File: src/rtl/bp_cce_deserializer_pkg.sv
// BedRock memory message types shared by the CCE deserializer and its bench.
// Provides the message-type and size enums, the common header layout, the
// wide (64b data) CCE and narrow (32b data) split message structs, their
// flattened widths, and a helper that rewrites a header's size and address.
package bp_cce_deserializer_pkg;

  localparam int paddr_width_p   = 40;
  localparam int lce_id_width_p  = 8;
  localparam int lce_assoc_p     = 8;
  localparam int way_id_width_lp = $clog2(lce_assoc_p);
  localparam int word_width_gp   = 32;
  localparam int dword_width_gp  = 64;

  typedef enum logic [3:0] {
    e_bedrock_mem_rd    = 4'd0,
    e_bedrock_mem_wr    = 4'd1,
    e_bedrock_mem_uc_rd = 4'd2,
    e_bedrock_mem_uc_wr = 4'd3,
    e_bedrock_mem_pre   = 4'd4,
    e_bedrock_mem_amo   = 4'd5
  } bp_bedrock_mem_type_e;

  typedef enum logic [2:0] {
    e_bedrock_msg_size_1  = 3'd0,
    e_bedrock_msg_size_2  = 3'd1,
    e_bedrock_msg_size_4  = 3'd2,
    e_bedrock_msg_size_8  = 3'd3,
    e_bedrock_msg_size_16 = 3'd4,
    e_bedrock_msg_size_32 = 3'd5,
    e_bedrock_msg_size_64 = 3'd6
  } bp_bedrock_msg_size_e;

  typedef struct packed {
    logic [lce_id_width_p-1:0]  lce_id;
    logic [way_id_width_lp-1:0] way_id;
  } bp_bedrock_mem_payload_s;

  typedef struct packed {
    bp_bedrock_mem_payload_s    payload;
    bp_bedrock_msg_size_e       size;
    logic [paddr_width_p-1:0]   addr;
    bp_bedrock_mem_type_e       msg_type;
  } bp_bedrock_mem_header_s;

  typedef struct packed {
    bp_bedrock_mem_header_s     header;
    logic [dword_width_gp-1:0]  data;
  } bp_bedrock_cce_mem_msg_s;

  typedef struct packed {
    bp_bedrock_mem_header_s     header;
    logic [word_width_gp-1:0]   data;
  } bp_bedrock_split_mem_msg_s;

  localparam int cce_mem_msg_width_lp   = $bits(bp_bedrock_cce_mem_msg_s);
  localparam int split_mem_msg_width_lp = $bits(bp_bedrock_split_mem_msg_s);

  // Copy of a header with size and address replaced; everything else passes.
  function automatic bp_bedrock_mem_header_s header_resize(
    input bp_bedrock_mem_header_s   h,
    input bp_bedrock_msg_size_e     size,
    input logic [paddr_width_p-1:0] addr
  );
    bp_bedrock_mem_header_s r;
    r      = h;
    r.size = size;
    r.addr = addr;
    return r;
  endfunction

endpackage

File: src/rtl/bp_cce_deserializer_gather.sv
// Beat0 holding register for the command deserializer.
// Captures the header and 32b data of the first narrow beat of a pair and
// holds them until the partner beat arrives.
// Ports: clk_i, en_i (capture strobe), header_i/data_i (narrow beat),
//        header_o/data_o (held beat0).
module bp_cce_deserializer_gather
  import bp_cce_deserializer_pkg::*;
(
  input  logic                       clk_i,
  input  logic                       en_i,
  input  bp_bedrock_mem_header_s     header_i,
  input  logic [word_width_gp-1:0]   data_i,
  output bp_bedrock_mem_header_s     header_o,
  output logic [word_width_gp-1:0]   data_o
);

  // No reset: contents are only consulted while the FSM says beat0 is valid.
  always_ff @(posedge clk_i) begin
    if (en_i) begin
      header_o <= header_i;
      data_o   <= data_i;
    end
  end

endmodule

File: src/rtl/bp_cce_deserializer.sv
// Narrow-to-wide BedRock memory bridge.
// Command path: merges two 32b size_4 commands (A, A+4) into one 64b size_8
// command; the wide command is presented combinationally while beat1 is on
// the input, so pairs stream back to back with no bubbles.
// Response path: splits each 64b response into two 32b responses, low word
// first; the wide response is dequeued once its high half is consumed.
// protocol_error_o is a sticky flag for malformed pairs; data still flows.
// Ports: clk_i/reset_i (sync, active high); io_cmd_* narrow in / wide out
// (ready-and); io_resp_* wide in / narrow out (valid-yumi); protocol_error_o.
module bp_cce_deserializer
  import bp_cce_deserializer_pkg::*;
(
  input  logic                              clk_i,
  input  logic                              reset_i,

  input  logic [split_mem_msg_width_lp-1:0] io_cmd_i,
  input  logic                              io_cmd_v_i,
  output logic                              io_cmd_ready_o,

  output logic [cce_mem_msg_width_lp-1:0]   io_cmd_o,
  output logic                              io_cmd_v_o,
  input  logic                              io_cmd_ready_i,

  input  logic [cce_mem_msg_width_lp-1:0]   io_resp_i,
  input  logic                              io_resp_v_i,
  output logic                              io_resp_yumi_o,

  output logic [split_mem_msg_width_lp-1:0] io_resp_o,
  output logic                              io_resp_v_o,
  input  logic                              io_resp_yumi_i,

  output logic                              protocol_error_o
);

  typedef enum logic {e_low, e_high} cmd_state_e;

  bp_bedrock_split_mem_msg_s cmd_in, resp_out;
  bp_bedrock_cce_mem_msg_s   cmd_out, resp_in;

  assign cmd_in    = io_cmd_i;
  assign resp_in   = io_resp_i;
  assign io_cmd_o  = cmd_out;
  assign io_resp_o = resp_out;

  // ---------------- command path ----------------
  cmd_state_e                 state_r;
  bp_bedrock_mem_header_s     beat0_header;
  logic [word_width_gp-1:0]   beat0_data;
  logic                       beat0_accept, beat1_accept;
  logic                       beat0_bad, beat1_bad;
  logic                       protocol_error_r;

  assign beat0_accept = (state_r == e_low)  & io_cmd_v_i;
  assign beat1_accept = (state_r == e_high) & io_cmd_v_i & io_cmd_ready_i;

  bp_cce_deserializer_gather gather (
    .clk_i    (clk_i),
    .en_i     (beat0_accept),
    .header_i (cmd_in.header),
    .data_i   (cmd_in.data),
    .header_o (beat0_header),
    .data_o   (beat0_data)
  );

  always_ff @(posedge clk_i) begin
    if (reset_i) begin
      state_r <= e_low;
    end else begin
      case (state_r)
        e_low:   if (io_cmd_v_i) state_r <= e_high;
        e_high:  if (io_cmd_v_i & io_cmd_ready_i) state_r <= e_low;
        default: state_r <= e_low;
      endcase
    end
  end

  // Beat0 always fits in the holding register, so the input is only
  // backpressured while beat1 waits on the wide side.
  assign io_cmd_ready_o = (state_r == e_low) | io_cmd_ready_i;
  assign io_cmd_v_o     = (state_r == e_high) & io_cmd_v_i;

  assign cmd_out.header = header_resize(beat0_header, e_bedrock_msg_size_8,
                                        beat0_header.addr);
  assign cmd_out.data   = {cmd_in.data, beat0_data};

  // Pairing check: observational only, the merge proceeds regardless.
  assign beat0_bad = (cmd_in.header.size != e_bedrock_msg_size_4)
                   | (cmd_in.header.addr[2:0] != 3'b000);
  assign beat1_bad = (cmd_in.header.addr != beat0_header.addr + paddr_width_p'(4))
                   | (cmd_in.header.msg_type != beat0_header.msg_type)
                   | (cmd_in.header.size != e_bedrock_msg_size_4);

  always_ff @(posedge clk_i) begin
    if (reset_i)
      protocol_error_r <= 1'b0;
    else if ((beat0_accept & beat0_bad) | (beat1_accept & beat1_bad))
      protocol_error_r <= 1'b1;
  end

  assign protocol_error_o = protocol_error_r;

  // ---------------- response path ----------------
  // toggle_r selects which half of the current wide response is presented.
  logic toggle_r;

  always_ff @(posedge clk_i) begin
    if (reset_i)
      toggle_r <= 1'b0;
    else if (io_resp_yumi_i)
      toggle_r <= ~toggle_r;
  end

  assign io_resp_v_o     = io_resp_v_i;
  assign io_resp_yumi_o  = io_resp_yumi_i & toggle_r;
  assign resp_out.header = header_resize(resp_in.header, e_bedrock_msg_size_4,
                             resp_in.header.addr
                             + (toggle_r ? paddr_width_p'(4) : paddr_width_p'(0)));
  assign resp_out.data   = toggle_r ? resp_in.data[63:32] : resp_in.data[31:0];

`ifndef SYNTHESIS
  assert property (@(posedge clk_i) disable iff (reset_i)
                   io_resp_yumi_i |-> io_resp_v_i)
    else $error("narrow response consumed while no wide response valid");

  assert property (@(posedge clk_i) disable iff (reset_i)
                   io_resp_v_i |-> (resp_in.header.size == e_bedrock_msg_size_8))
    else $error("wide response size is not 8 bytes");
`endif

endmodule
File: config.mk
export PLATFORM = sky130hd
export DESIGN_NAME = bp_cce_deserializer
export DESIGN_NICKNAME = d
export VERILOG_FILES = /design/src/rtl/bp_cce_deserializer_pkg.sv /design/src/rtl/bp_cce_deserializer_gather.sv /design/src/rtl/bp_cce_deserializer.sv
export SDC_FILE = /design/constraint.sdc
export NUM_CORES = 1
export LEC_CHECK = 0
export CORE_AREA = 2 2 171 173
export DETAILED_ROUTE_END_ITERATION = 10
export DIE_AREA = 0 0 173 175
export PLACE_DENSITY_LB_ADDON = 0.08
export SETUP_SLACK_MARGIN = 0.15
export SLEW_MARGIN = 20
export SYNTH_ARGS = -nofsm -noshare
export SYNTH_HDL_FRONTEND = slang
export SYNTH_HIERARCHICAL = 1
export SYNTH_SLANG_ARGS = --single-unit
File: constraint.sdc
create_clock -name clk_i -period 14.2 [get_ports clk_i]
set_clock_uncertainty 0.2 [all_clocks]
set_input_delay 2.84 -clock clk_i [delete_from_list [all_inputs] [get_ports clk_i]]
set_output_delay 2.84 -clock clk_i [all_outputs]
set_load 0.02 [all_outputs]
=== Word-level counts from Yosys, hierarchy flattened ===
Index checks and enable logic that the tools add are counted.

* Reduce and logical (&&, ||, !) cells: 1
* Bitwise logic cells: 14
* Equal/unequal tests: 3
* Muxes and demuxes: 5
* Add/sub/neg operators: 2

{| class="wikitable"
|+ Operator list
! cell !! number
|-
| adder 40 x 3 -> 40 bit || 1
|-
| adder 40 x 3 -> 40 bit, second input constant || 1
|-
| inequality test 40 bit || 1
|-
| 2-to-1 mux 32 bit || 1
|-
| AND 1 bit || 7
|-
| OR 1 bit || 5
|-
| inequality test 4 bit || 1
|-
| 2-to-1 mux 3 bit || 1
|-
| inequality test 3 x 2 -> 1 bit, second input constant || 1
|-
| nonzero test 3 bit || 1
|-
| 2-to-1 mux 1 bit || 2
|-
| NOT 1 bit || 2
|-
| case mux 1 bit (2 select lines) || 1
|}

* Bits in registers: 90
* Output and inout port bits: 217
* Bits of input ports: 218
* Logic and storage cells: 33

=== Longest topological paths before layout ===
* Depth after elaboration: 6
* Mapped depth: 9
* Gate-level depth less buffers: 9

=== By module ===
Netlist, hierarchy kept.

{| class="wikitable"
|+ By module, submodules not included
! module !! cells an instance !! area an instance (um^2) !! seq. area each (um^2) !! times used
|-
| bp_cce_deserializer || 423 || 3052.9 || 60.1 || 1
|-
| bp_cce_deserializer_gather || 90 || 2702.6 || 2702.6 || 1
|}

=== Worst setup path before layout ===
No wires, ideal clock.

* Path type: input port to flip-flop
* Start: in io_cmd_v_i
* End: reg protocol_error_r (netlist: protocol_error_o)
* Buffers on the path: 0
* Data arrival time: 7.648 ns
* Slack: 6.282 ns
* Library setup time: 0.070 ns
* Cell stages on the path: 7
* Data required time: 13.930 ns
* Path through: nor2b_1 > o21ai_0 > nand4_1 > nor4b_1 > nand4_1 > nor4_1 > a21oi_1

* Cells in the longest elaborated chain, start to end: 4
* Elaborated cells on any way between the ends: 6
* Classes of those cells: bitwise (6)

{| class="wikitable"
|+ RTL lines
! what !! RTL line !! text
|-
| from (decl) || bp_cce_deserializer.sv:17 || <nowiki>input logic io_cmd_v_i,</nowiki>
|-
| AND 1 bit (2 in a row) || bp_cce_deserializer.sv:54 || <nowiki>assign beat1_accept = (state_r == e_high) & io_cmd_v_i & io_cmd_ready_i;</nowiki>
|-
| AND 1 bit || bp_cce_deserializer.sv:96 || <nowiki>else if ((beat0_accept & beat0_bad) | (beat1_accept & beat1_bad))</nowiki>
|-
| OR 1 bit (*) || bp_cce_deserializer.sv:96 ||
|-
| to (signal assigned) || bp_cce_deserializer.sv:95 || <nowiki>protocol_error_r <= 1'b0;</nowiki>
|-
| to (signal assigned) || bp_cce_deserializer.sv:97 || <nowiki>protocol_error_r <= 1'b1;</nowiki>
|-
| to (decl) || bp_cce_deserializer.sv:51 || <nowiki>logic protocol_error_r;</nowiki>
|}

Mark *: on every way between the ends. The rest lies on a longest branch, timed or not.
A chain may end at the register's enable or synchronous reset.

=== Worst setup path after layout ===
* Start: in io_resp_i[70]
* End: out io_resp_o[75]

* Cells in the longest elaborated chain, start to end: 1

{| class="wikitable"
|+ RTL lines
! what !! RTL line !! text
|-
| from (decl) || bp_cce_deserializer.sv:24 || <nowiki>input logic [cce_mem_msg_width_lp-1:0] io_resp_i,</nowiki>
|-
| adder 40 x 3 -> 40 bit || bp_cce_deserializer.sv:117 || <nowiki>+ (toggle_r ? paddr_width_p'(4) : paddr_width_p'(0)));</nowiki>
|-
| to (decl) || bp_cce_deserializer.sv:28 || <nowiki>output logic [split_mem_msg_width_lp-1:0] io_resp_o,</nowiki>
|}

Every way passes these cells.

==> flow_metrics.env <==
export IMPL_port_buffers=389
export IMPL_final_layout_size_suffix_gt1_frac=0.07683
export IMPL_netlist_area_um2=5665
export IMPL_core_area_um2=28390
export IMPL_clk_pin_slew_ps=70
export IMPL_area_growth_pct=75.42
export IMPL_drt_iter0_drc=204
export IMPL_cp_end_kind="primary output"
export IMPL_drc=0
export IMPL_syn_area_per_cell_um2=11.11
export IMPL_ir_worst_vdd_mv=0.04790
export IMPL_cts_buffers_inserted=9
export IMPL_cts_htree_levels=3
export IMPL_n_antenna_cell=0
export IMPL_antenna_found_initial=0
export IMPL_cp_max_fo=5
export IMPL_final_cell_mix="389 x clkdlybuf4s50_1, 87 x edfxtp_1, 53 x xnor2_1"
export IMPL_nets=1075
export IMPL_relSlewSlack=0.4802
export IMPL_wl_per_cell_um=18.13
export IMPL_insertion_delay_ps=360
export IMPL_grt_pass1_wl_um=33130
export IMPL_fmaxAchievable_mhz=110.8
export IMPL_maxSlewViolCount=0
export IMPL_grt_setup_unrepaired="false"
export IMPL_tightest_slew_ps=776.9
export IMPL_fill_cells=2884
export IMPL_ant_nets=0
export IMPL_pwr_density_cell_nw_per_um2=83.56
export IMPL_hpwl_um=18340
export IMPL_place_ws_ps=5107
export IMPL_gr_usage_all_layers=0.1439
export IMPL_critical_path_class="input pin to primary output"
export IMPL_dieArea_um2=30280
export IMPL_rows=62
export IMPL_clk_path_buf_depth=2
export IMPL_crit_path_cell_trace="clkdlybuf4s50_1 > ha_1 > nand4_1 > nor2_1 > nand3_1 > nor3_2 > nand2_1 > nor3_1 > xor2_1 > clkdlybuf4s50_1"
export IMPL_avgViaCountPerCell=4.114
export IMPL_cts_root_buffer="clkbuf_16"
export IMPL_hold_buffers=0
export IMPL_cts_resized=0
export IMPL_first_global_vias=5268
export IMPL_firstDrtPassIters=4
export IMPL_hold_class="register to register"
export IMPL_cts_sinks=90
export IMPL_critPathArrivalTime_ps=5980
export IMPL_power_leakage_nw=3.348
export IMPL_critical_path_most_common_cell="clkdlybuf4s50_1"
export IMPL_period_share=0.6354
export IMPL_num_vias=5114
export IMPL_crit_path_top_delay_cell="clkdlybuf4s50_1"
export IMPL_drv_cap=0
export IMPL_start_kind="input pin"
export IMPL_initial_core_util=0.1995
export IMPL_tns_ps=0
export IMPL_cp_data_required_time_ps=11160
export IMPL_grt_ovfl_total=0
export IMPL_die_y_um=175
export IMPL_postCtsSetupRepairBufs=0
export IMPL_yosysWarnings=6
export IMPL_final_common_cell="clkdlybuf4s50_1"
export IMPL_place_gp_congestion=0.7834
export IMPL_ioPinCount=435
export IMPL_hold_viol_final=0
export IMPL_cts_tree="yes"
export IMPL_status="finished clean"
export IMPL_drt_total_wl_um=22530
export IMPL_die_w_um=173
export IMPL_grt_start_max_net_pins=56
export IMPL_setup_slack_ps=5178
export IMPL_min_period_ps=9022
export IMPL_finalSetupViolCount=0
export IMPL_cpPeakStageDelay_ps=620
export IMPL_syn_inst=510
-- where the power goes --
part	switching (mW)	internal (mW)	total, mW
clock network	0.118	0.139	0.257
logic	0.115	0.136	0.250
registers	0.0127	0.311	0.323
-- per-stage QoR --
step	instance area (µm²)	hold slack, ps	utilization	std cells	power (mW)
2_1_floorplan	5680	301.2	-	514	0.4483
3_3_place_gp	9635	378.7	0.3394	1227	0.5832
3_5_place_dp	9635	377.2	0.3394	1227	0.5814
4_1_cts	9938	387.4	0.3500	1243	0.8440
5_1_grt	9938	432.3	0.3500	1243	0.8694
6_report	9938	383.2	0.3500	1243	0.8304
-- worst max-delay path, delay by kind of cell --
kind	cells	cell delay, ps
adders and majority gates	1	220
xor gates and xnor gates	1	190
and+or+nand+nor	6	1640
buffers and inverters	2	1080
-- layout make-up --
class	instances	area [µm²]	area share
Sequential cell	90	2673	0.2689
Inverter	2	7.507	0.0007554
Clock buffer	10	229.0	0.02304
Clock inverter	6	73.82	0.007428
Multi-Input combinational cell	359	2559	0.2575
Timing Repair Buffer	392	3916	0.3941
Tap cell	384	480.5	0.04834
-- path summary, 6_finish.rpt --
kind | from | to | slack (ps) | cells after the start
worst min register to register | state_r$_SDFF_PP0_ | state_r$_SDFF_PP0_ | 380 | 2
worst max-delay path | io_resp_i[70] | io_resp_o[75] | 5180 | 10
worst min-delay path | state_r$_SDFF_PP0_ | state_r$_SDFF_PP0_ | 380 | 2
worst max register to register | gather/header_o[6]$_DFFE_PP_ | protocol_error_o$_SDFFE_PP0P_ | 10960 | 8
-- registers in the layout, summed over array words and instances, names as in the netlist --
signal / cells
gather/header_o: 55
gather/data_o: 32
protocol_error_o: 1
state_r: 1
toggle_r: 1
-- per-layer routing --
metal | up-vias | part of all wire | global-route usage
met1 | 2341 | 0.43 | 0.1801
li1 | 2522 | - | -
met2 | 226 | 0.48 | 0.2358
met4 | 0 | 0.013 | 0.03602
met3 | 25 | 0.080 | 0.05135
met5 | - | 0 | 0
Note: power is estimated with default switching activity, not from simulation.
